## config.mk

```make
export PLATFORM = sky130hd
export DESIGN_NAME = flit_rank_stage
export DESIGN_NICKNAME = d
export VERILOG_FILES = /design/src/rtl/flit_rank_stage.sv
export SDC_FILE = /design/constraint.sdc
export NUM_CORES = 1
export LEC_CHECK = 0
export CORE_MARGIN = 10
export CORE_UTILIZATION = 50
export DETAILED_ROUTE_END_ITERATION = 10
export PLACE_DENSITY = 0.89
export SYNTH_ARGS = -nofsm -noshare
export SYNTH_HDL_FRONTEND = slang
export SYNTH_SLANG_ARGS = --single-unit
```

## constraint.sdc

```tcl
create_clock -name clk -period 23.4 [get_ports clk]
set_input_delay 4.68 -clock clk [delete_from_list [all_inputs] [get_ports clk]]
set_output_delay 4.68 -clock clk [all_outputs]
set_load 0.01 [all_outputs]
```

## src/rtl/flit_rank_stage.sv

```systemverilog
// flit_rank_stage: registers four incoming flit headers, sorted by priority, in front of the BLESS port allocator.
// Optional golden-epoch prioritisation is compiled in when GOLDEN_PRIO_EN is defined.
`ifndef NUM_PORT
`define NUM_PORT 5
`endif
`ifndef PC_INDEX_WIDTH
`define PC_INDEX_WIDTH 3
`endif

module flit_rank_stage #(
    parameter int AGE_W   = 8,
    parameter int ID_W    = 6,
    parameter int EPOCH_W = 10
) (
    input  logic                         clk,
    input  logic                         reset,
    input  logic [3:0]                   valid_in,
    input  logic [4*AGE_W-1:0]           age_in,
    input  logic [4*ID_W-1:0]            src_in,
    input  logic [4*(`NUM_PORT-1)-1:0]   ppv_in,
    output logic                         valid_0,
    output logic                         valid_1,
    output logic                         valid_2,
    output logic                         valid_3,
    output logic [`NUM_PORT-2:0]         ppv_0,
    output logic [`NUM_PORT-2:0]         ppv_1,
    output logic [`NUM_PORT-2:0]         ppv_2,
    output logic [`NUM_PORT-2:0]         ppv_3,
    output logic [1:0]                   rank_ch_0,
    output logic [1:0]                   rank_ch_1,
    output logic [1:0]                   rank_ch_2,
    output logic [1:0]                   rank_ch_3,
    output logic [AGE_W-1:0]             age_0,
    output logic [AGE_W-1:0]             age_1,
    output logic [AGE_W-1:0]             age_2,
    output logic [AGE_W-1:0]             age_3,
    output logic [`PC_INDEX_WIDTH-1:0]   numFlit_out,
    output logic [ID_W-1:0]              golden_id
);

    localparam int PW    = `NUM_PORT - 1;
    localparam int KEY_W = AGE_W + 4;

    logic [3:0]      gold;
    logic [ID_W-1:0] gid_q;

`ifdef GOLDEN_PRIO_EN
    logic [EPOCH_W-1:0] epoch_q;

    always_ff @(posedge clk) begin
        if (reset) begin
            epoch_q <= '0;
            gid_q   <= '0;
        end else begin
            epoch_q <= epoch_q + EPOCH_W'(1);
            if (epoch_q == '1)
                gid_q <= gid_q + ID_W'(1);
        end
    end

    always_comb begin
        gold = '0;
        for (int unsigned c = 0; c < 4; c++)
            gold[c] = valid_in[c] && (src_in[c*ID_W +: ID_W] == gid_q);
    end
`else
    logic               unused_src;
    logic [EPOCH_W-1:0] unused_epoch;

    assign gid_q        = '0;
    assign gold         = '0;
    assign unused_src   = ^src_in;
    assign unused_epoch = '0;
`endif

    // Key {golden, valid, age, ~ch}: the channel term makes every key unique,
    // so the sort is a strict total order and the low bits recover the channel.
    logic [KEY_W-1:0] key [4];
    logic [KEY_W-1:0] s1  [4];
    logic [KEY_W-1:0] s2  [4];
    logic [KEY_W-1:0] srt [4];

    always_comb begin
        for (int unsigned c = 0; c < 4; c++)
            key[c] = {gold[c], valid_in[c], age_in[c*AGE_W +: AGE_W], ~2'(c)};
    end

    function automatic logic [2*KEY_W-1:0] cx(input logic [KEY_W-1:0] a, input logic [KEY_W-1:0] b);
        return (a >= b) ? {a, b} : {b, a};
    endfunction

    always_comb begin
        {s1[0], s1[1]}   = cx(key[0], key[1]);
        {s1[2], s1[3]}   = cx(key[2], key[3]);
        {s2[0], s2[2]}   = cx(s1[0], s1[2]);
        {s2[1], s2[3]}   = cx(s1[1], s1[3]);
        srt[0]           = s2[0];
        srt[3]           = s2[3];
        {srt[1], srt[2]} = cx(s2[1], s2[2]);
    end

    logic                       nxt_valid [4];
    logic [1:0]                 sel_ch    [4];
    logic [1:0]                 nxt_ch    [4];
    logic [PW-1:0]              nxt_ppv   [4];
    logic [AGE_W-1:0]           sel_age   [4];
    logic [AGE_W-1:0]           nxt_age   [4];
    logic [`PC_INDEX_WIDTH-1:0] nxt_num;

    always_comb begin
        nxt_num = '0;
        for (int unsigned k = 0; k < 4; k++) begin
            nxt_valid[k] = srt[k][KEY_W-2];
            sel_ch[k]    = ~srt[k][1:0];
            sel_age[k]   = srt[k][2 +: AGE_W];
            nxt_ch[k]    = nxt_valid[k] ? sel_ch[k] : '0;
            nxt_ppv[k]   = nxt_valid[k] ? ppv_in[sel_ch[k]*PW +: PW] : '0;
            if (!nxt_valid[k])
                nxt_age[k] = '0;
            else if (sel_age[k] == '1)
                nxt_age[k] = '1;
            else
                nxt_age[k] = sel_age[k] + AGE_W'(1);
            nxt_num = nxt_num + `PC_INDEX_WIDTH'(valid_in[k]);
        end
    end

    logic                       valid_q [4];
    logic [1:0]                 ch_q    [4];
    logic [PW-1:0]              ppv_q   [4];
    logic [AGE_W-1:0]           age_q   [4];
    logic [`PC_INDEX_WIDTH-1:0] num_q;

    always_ff @(posedge clk) begin
        if (reset) begin
            for (int unsigned k = 0; k < 4; k++) begin
                valid_q[k] <= 1'b0;
                ch_q[k]    <= '0;
                ppv_q[k]   <= '0;
                age_q[k]   <= '0;
            end
            num_q <= '0;
        end else begin
            for (int unsigned k = 0; k < 4; k++) begin
                valid_q[k] <= nxt_valid[k];
                ch_q[k]    <= nxt_ch[k];
                ppv_q[k]   <= nxt_ppv[k];
                age_q[k]   <= nxt_age[k];
            end
            num_q <= nxt_num;
        end
    end

    assign valid_0     = valid_q[0];
    assign valid_1     = valid_q[1];
    assign valid_2     = valid_q[2];
    assign valid_3     = valid_q[3];
    assign ppv_0       = ppv_q[0];
    assign ppv_1       = ppv_q[1];
    assign ppv_2       = ppv_q[2];
    assign ppv_3       = ppv_q[3];
    assign rank_ch_0   = ch_q[0];
    assign rank_ch_1   = ch_q[1];
    assign rank_ch_2   = ch_q[2];
    assign rank_ch_3   = ch_q[3];
    assign age_0       = age_q[0];
    assign age_1       = age_q[1];
    assign age_2       = age_q[2];
    assign age_3       = age_q[3];
    assign numFlit_out = num_q;
    assign golden_id   = gid_q;

endmodule
```

==> results.toml, run 1 <==
[outcome]
outcome = "completed"

[worst_setup_path]
worstSetupStartpoint = "valid_in[1]"
slowest_stage = "o21ai_2"
cpPeakStageDelay_ns = 0.76
start_kind = "input port"
path_max_fanout = 35
worst_ep_arrival_time_ns = 13.01
criticalPathCategory = "input port to register"
crit_top_cell = "ha_1"
cp.required_ns = 23.68
worstSetupEndpointType = "register"

[drt]
routed_via_density = 5.79
wirelength_um = 14600
drcViolationCount = 0
drt_iter0_markers = 325
wl_per_cell_um = 18.0
dr.pass1.iters = 7
postRouteAntennaNets = 0
vias = 4716

[grt]
grt-ovfl-total = 0
grt_util_all_layers = 0.197
grt_pass1_wl_um = 23600
antenna_found_initial = 0
grt_max_degree = 41
grt_pass1_vias = 4716

[cts]
cts_tree = "built"
cts_setup_buffers = 0
htree_num_levels = 3
cts.clk_slew.worst_paths_ns = 0.07
clock_path_buffers = 2
cts.sink_count = 63
cts_resized = 0
cts_buffers = 9
hold_buffers = 0
cts-root-buf = "clkbuf_8"

[sta]
slew_headroom = 0.345
timing.fmax_mhz = 78.6
finalCritPeriodShare = 0.544
drv_slew = 0
setup_viol = 0
worst_pin_slew_ns = 0.982
finalSetupTns_ns = 0
rsz0062_at_grt = "no"
hold_violations = 0
min_period_ns = 12.73

[floorplanning]
die_w_um = 121
num_rows = 36
dieArea_mm2 = 0.0146
start_util = 0.516
core_mm2 = 0.00986
ioPinCount = 147
die_h_um = 121

[worst_hold_path]
hold_class = "input port to register"
hp-start = "reset"
min_path_cells = 2

[placement]
dp.cells = 798
io_buffers = 116
dp_hpwl_um = 11900
gp_congestion = 0.963

[synthesis]
ys_warn_count = 0
synth-edff-count = 0
syn-instance-count = 569
ys_ff_latch = 63
synth.distinct_cells = 77
ys.flop_type = "dfxtp_1"
syn_avg_cell_area_um2 = 8.95
synth_seq_area_share = 0.248
async_reset_ff_frac = 0
synthesis.area_mm2 = 0.00509

[final_layout]
drive_gt1_frac = 0.106
antenna_cells = 0
instances_no_fill = 814
final_core_util = 0.663
layout.nets = 801
num-fill-cells = 764
area_delta_synth_final_pct = 28.3

[power]
p_leak_uw = 0.00283
totalPowerFinal_uw = 643
power_density_mw_per_mm2 = 98.4
vdd_drop_max_v = 0.0000430

[job]
maxCapViolations = 0
==> per-stage QoR <==
stage | worst slack [ns] | cell area [um2] | hold slack [ns]
after floorplan | 11.66 | 5110 | 4.75
after global placement | 10.69 | 6320 | 5.40
after detailed placement | 10.49 | 6320 | 5.41
after CTS | 10.79 | 6540 | 5.04
after global routing | 10.28 | 6540 | 5.09
final | 10.67 | 6540 | 5.07
==> routing by layer <==
metal / GRT usage / vias up / part of all wire
met5: 0 / - / 0
met4: 0.0784 / 0 / 0.025
met3: 0.0535 / 33 / 0.081
met2: 0.339 / 198 / 0.48
met1: 0.226 / 2229 / 0.41
li1: - / 2256 / -
==> registers in the layout, summed over array words and instances (netlist names) <==
signal       count
valid_q          4
age_q           32
ch_q             8
numFlit_out      3
ppv_q           16
==> synthesized netlist by cell type (4+ instances only) <==
library cell | number | area [um2]
mux2i_1 | 64 | 641
dfxtp_1 | 63 | 1260
inv_1 | 53 | 199
a21oi_1 | 47 | 235
ha_1 | 46 | 576
nor2_1 | 41 | 154
o21a_1 | 16 | 120
nand2_1 | 15 | 56.3
and2_1 | 13 | 81.3
mux2_2 | 13 | 146
nor3_1 | 13 | 65.1
nand3_1 | 11 | 55.1
o21ai_0 | 10 | 50.1
buf_2 | 9 | 45.0
a211oi_1 | 8 | 60.1
clkbuf_1 | 8 | 30.0
mux4_2 | 8 | 180
nor3b_1 | 8 | 60.1
xnor2_1 | 8 | 70.1
buf_4 | 7 | 52.6
nor2b_1 | 7 | 43.8
a21o_1 | 6 | 45.0
and3_1 | 6 | 37.5
nand2b_1 | 6 | 37.5
a21oi_2 | 5 | 43.8
a2111oi_0 | 4 | 35.0
a31oi_1 | 4 | 25.0
o21ai_1 | 4 | 20.0
==> where the power goes <==
group / internal, uW / switching [uW] / leakage [uW]
clock: 60.0 / 44.3 / 0.000102
combinational: 185 / 210 / 0.00221
sequential: 136 / 7.67 / 0.000517
==> cell families after synthesis <==
group	Yosys count	share of synthesized area
adder cells (fa/ha/maj)	47	0.117
multiplexers	93	0.217
AND/OR/NAND/NOR	142	0.152
other	1	0.000736
buffers and inverters	83	0.0730
AO/OA/AOI/OAI	129	0.174
XOR/XNOR	11	0.0189
flip-flops	63	0.248
==> final cells by class <==
type	count	area, um2	share of cell area
clock inverter	7	96.3	0.0147
sequential	63	1260	0.193
tap	133	166	0.0255
timing repair buffer	119	1180	0.181
clock buffer	9	124	0.0189
inverter	55	206	0.0316
multi-input combinational	428	3500	0.535
==> path summary, 6_finish.rpt <==
check | end
setup / recovery | age_q[1][1]
hold / removal | numFlit_out[0]
==> layout by cell type, fill, tap and decap left out, types with 7 or more instances in the layout <==
master,count
a211oi_1,8
a21oi_1,47
and2_1,13
clkbuf_8,9
clkdlybuf4s50_1,116
dfxtp_1,63
ha_1,46
inv_1,53
mux2_2,13
mux2i_1,64
mux4_2,8
nand2_1,15
nand3_1,11
nor2_1,41
nor2b_1,7
nor3_1,13
nor3b_1,8
o21a_1,16
o21ai_0,10
xnor2_1,8
==> critical path, delay by kind of cell <==
kind                       cells  cell delay (ns)
muxes                          2             0.70
and+or+nand+nor               10             2.41
adders and majority gates      4             1.16
buffers and inverters          5             1.44
AOI/OAI and AO/OA              9             2.60
No activity file was read; power rests on OpenSTA's default activity.
==> run 2: changes to the inputs <==
--- a/config.mk
+++ b/config.mk
@@ -6,9 +6,9 @@
 export NUM_CORES = 1
 export LEC_CHECK = 0
 export CORE_MARGIN = 10
-export CORE_UTILIZATION = 50
+export CORE_UTILIZATION = 44
 export DETAILED_ROUTE_END_ITERATION = 10
-export PLACE_DENSITY = 0.89
+export PLACE_DENSITY = 0.83
 export SYNTH_ARGS = -nofsm -noshare
 export SYNTH_HDL_FRONTEND = slang
 export SYNTH_SLANG_ARGS = --single-unit
==> constraint.sdc (replaced) <==
create_clock -name clk -period 11.5 [get_ports clk]
set_input_delay 2.3 -clock clk [delete_from_list [all_inputs] [get_ports clk]]
set_output_delay 2.3 -clock clk [all_outputs]
set_load 0.01 [all_outputs]
==> run 2 against run 1 <==
  * Worst setup slack worse by 9.0 ns
  * Sequential power up 100%
  * Worst hold slack got worse by 2.4 ns
  * Sequential share of layout area shrank 0.37 points
  * Utilization fell by 7.6 points
  * Critical endpoint is now age_q[1][5]
  * Largest power group unchanged
==> results.toml, run 2 (same netlist as run 1, synthesis figures left out) <==
[sta]
min_period_ns = 9.86
setup_viol = 0
slew_headroom = 0.554
rsz0062_at_grt = "no"
hold_violations = 0
finalSetupTns_ns = 0
whs_ns = 2.71
timing.fmax_mhz = 101
setup_ws_ns = 1.64
finalCritPeriodShare = 0.858
worst_pin_slew_ns = 0.650
drv_slew = 0

[worst_setup_path]
cp.required_ns = 11.76
start_kind = "input port"
path_max_fanout = 35
criticalPathCategory = "input port to register"
cpPeakStageDelay_ns = 0.61
worst_ep_arrival_time_ns = 10.12
worstSetupStartpoint = "valid_in[1]"
slowest_stage = "o31ai_4"
worstSetupEndpointType = "register"

[final_layout]
top_register = "age_q"
num-fill-cells = 947
final_cell_mix = "clkdlybuf4s50_1, mux2i_1, dfxtp_1"
final_core_util = 0.586
area_delta_synth_final_pct = 30.9
drive_gt1_frac = 0.107
final_common_cell = "clkdlybuf4s50_1"
antenna_cells = 0
top_regs = "age_q (32), ppv_q (16), ch_q (8)"
largest_reg_flops = 32
layout.nets = 802

[drt]
wirelength_um = 15000
dr.pass1.iters = 6
wl_per_cell_um = 18.2
drcViolationCount = 0
drt_iter0_markers = 399
postRouteAntennaNets = 0
routed_via_density = 5.74
vias = 4739

[power]
power_density_mw_per_mm2 = 209
vdd_drop_max_v = 0.000140
p_leak_uw = 0.00290

[floorplanning]
num_rows = 39
die_h_um = 128
die_w_um = 128
start_util = 0.448
core_mm2 = 0.0114
dieArea_mm2 = 0.0163
ioPinCount = 147

[worst_hold_path]
hp-start = "ppv_in[12]"
hold_class = "input port to register"
min_path_cells = 3

[grt]
grt-ovfl-total = 0
grt_pass1_vias = 4923
grt_util_all_layers = 0.179
grt_max_degree = 41
grt_pass1_wl_um = 24000
antenna_found_initial = 0

[cts]
cts_resized = 0
hold_buffers = 0
cts.sink_count = 63
cts_buffers = 9
cts_setup_buffers = 0
cts-root-buf = "clkbuf_16"
cts.clk_slew.worst_paths_ns = 0.05
htree_num_levels = 3
clock_path_buffers = 2
cts_tree = "built"

[placement]
place_ws_ns = 1.44
io_buffers = 116
gp_congestion = 0.977
dp_hpwl_um = 12300

[outcome]
outcome = "completed"

[job]
maxCapViolations = 0
-- run 2: per-stage QoR --
| stage | total power, uW | std cells | instance area (um2) |
|---|---|---|---|
| global placement | 1060 | 809 | 6340 |
| finish | 1390 | 825 | 6670 |
| detailed placement | 1090 | 809 | 6340 |
| global route | 1480 | 825 | 6670 |
| floorplan | 840 | 574 | 5110 |
| CTS | 1400 | 825 | 6670 |
-- run 2: layout make-up --
| type | count | area (um2) | share of cell area |
|---|---|---|---|
| multi-input combinational | 428 | 3500 | 0.525 |
| sequential | 63 | 1260 | 0.189 |
| timing repair buffer | 120 | 1190 | 0.179 |
| clock buffer | 9 | 225 | 0.0338 |
| inverter | 55 | 206 | 0.0310 |
| tap | 143 | 179 | 0.0268 |
| clock inverter | 7 | 104 | 0.0156 |
-- run 2: final timing paths --
path	endpoint
worst min-delay path	ppv_q[0][0]
worst max-delay path	age_q[1][5]
-- run 2: worst max-delay path: cells and delay by family --
| family | cells | cell delay (ns) |
|---|---|---|
| AOI/OAI and AO/OA | 11 | 2.43 |
| and+or+nand+nor | 9 | 2.17 |
| buffers and inverters | 6 | 1.38 |
| adders and majority gates | 4 | 1.15 |
| muxes | 2 | 0.67 |
-- run 2: routing by layer --
layer  routed length (um)  vias up  GRT usage
met4                  354        0     0.0742
met5                    0        -          0
met3                 1480       31     0.0558
met2                 7180      223      0.309
met1                 6040     2221      0.201
li1                     -     2264          -
-- run 2: where the power goes --
part           internal [uW]  switching (uW)  leakage, uW
logic                    377             427      0.00222
registers                278            16.0     0.000517
clock network            192             102     0.000161
total                    847             545      0.00290
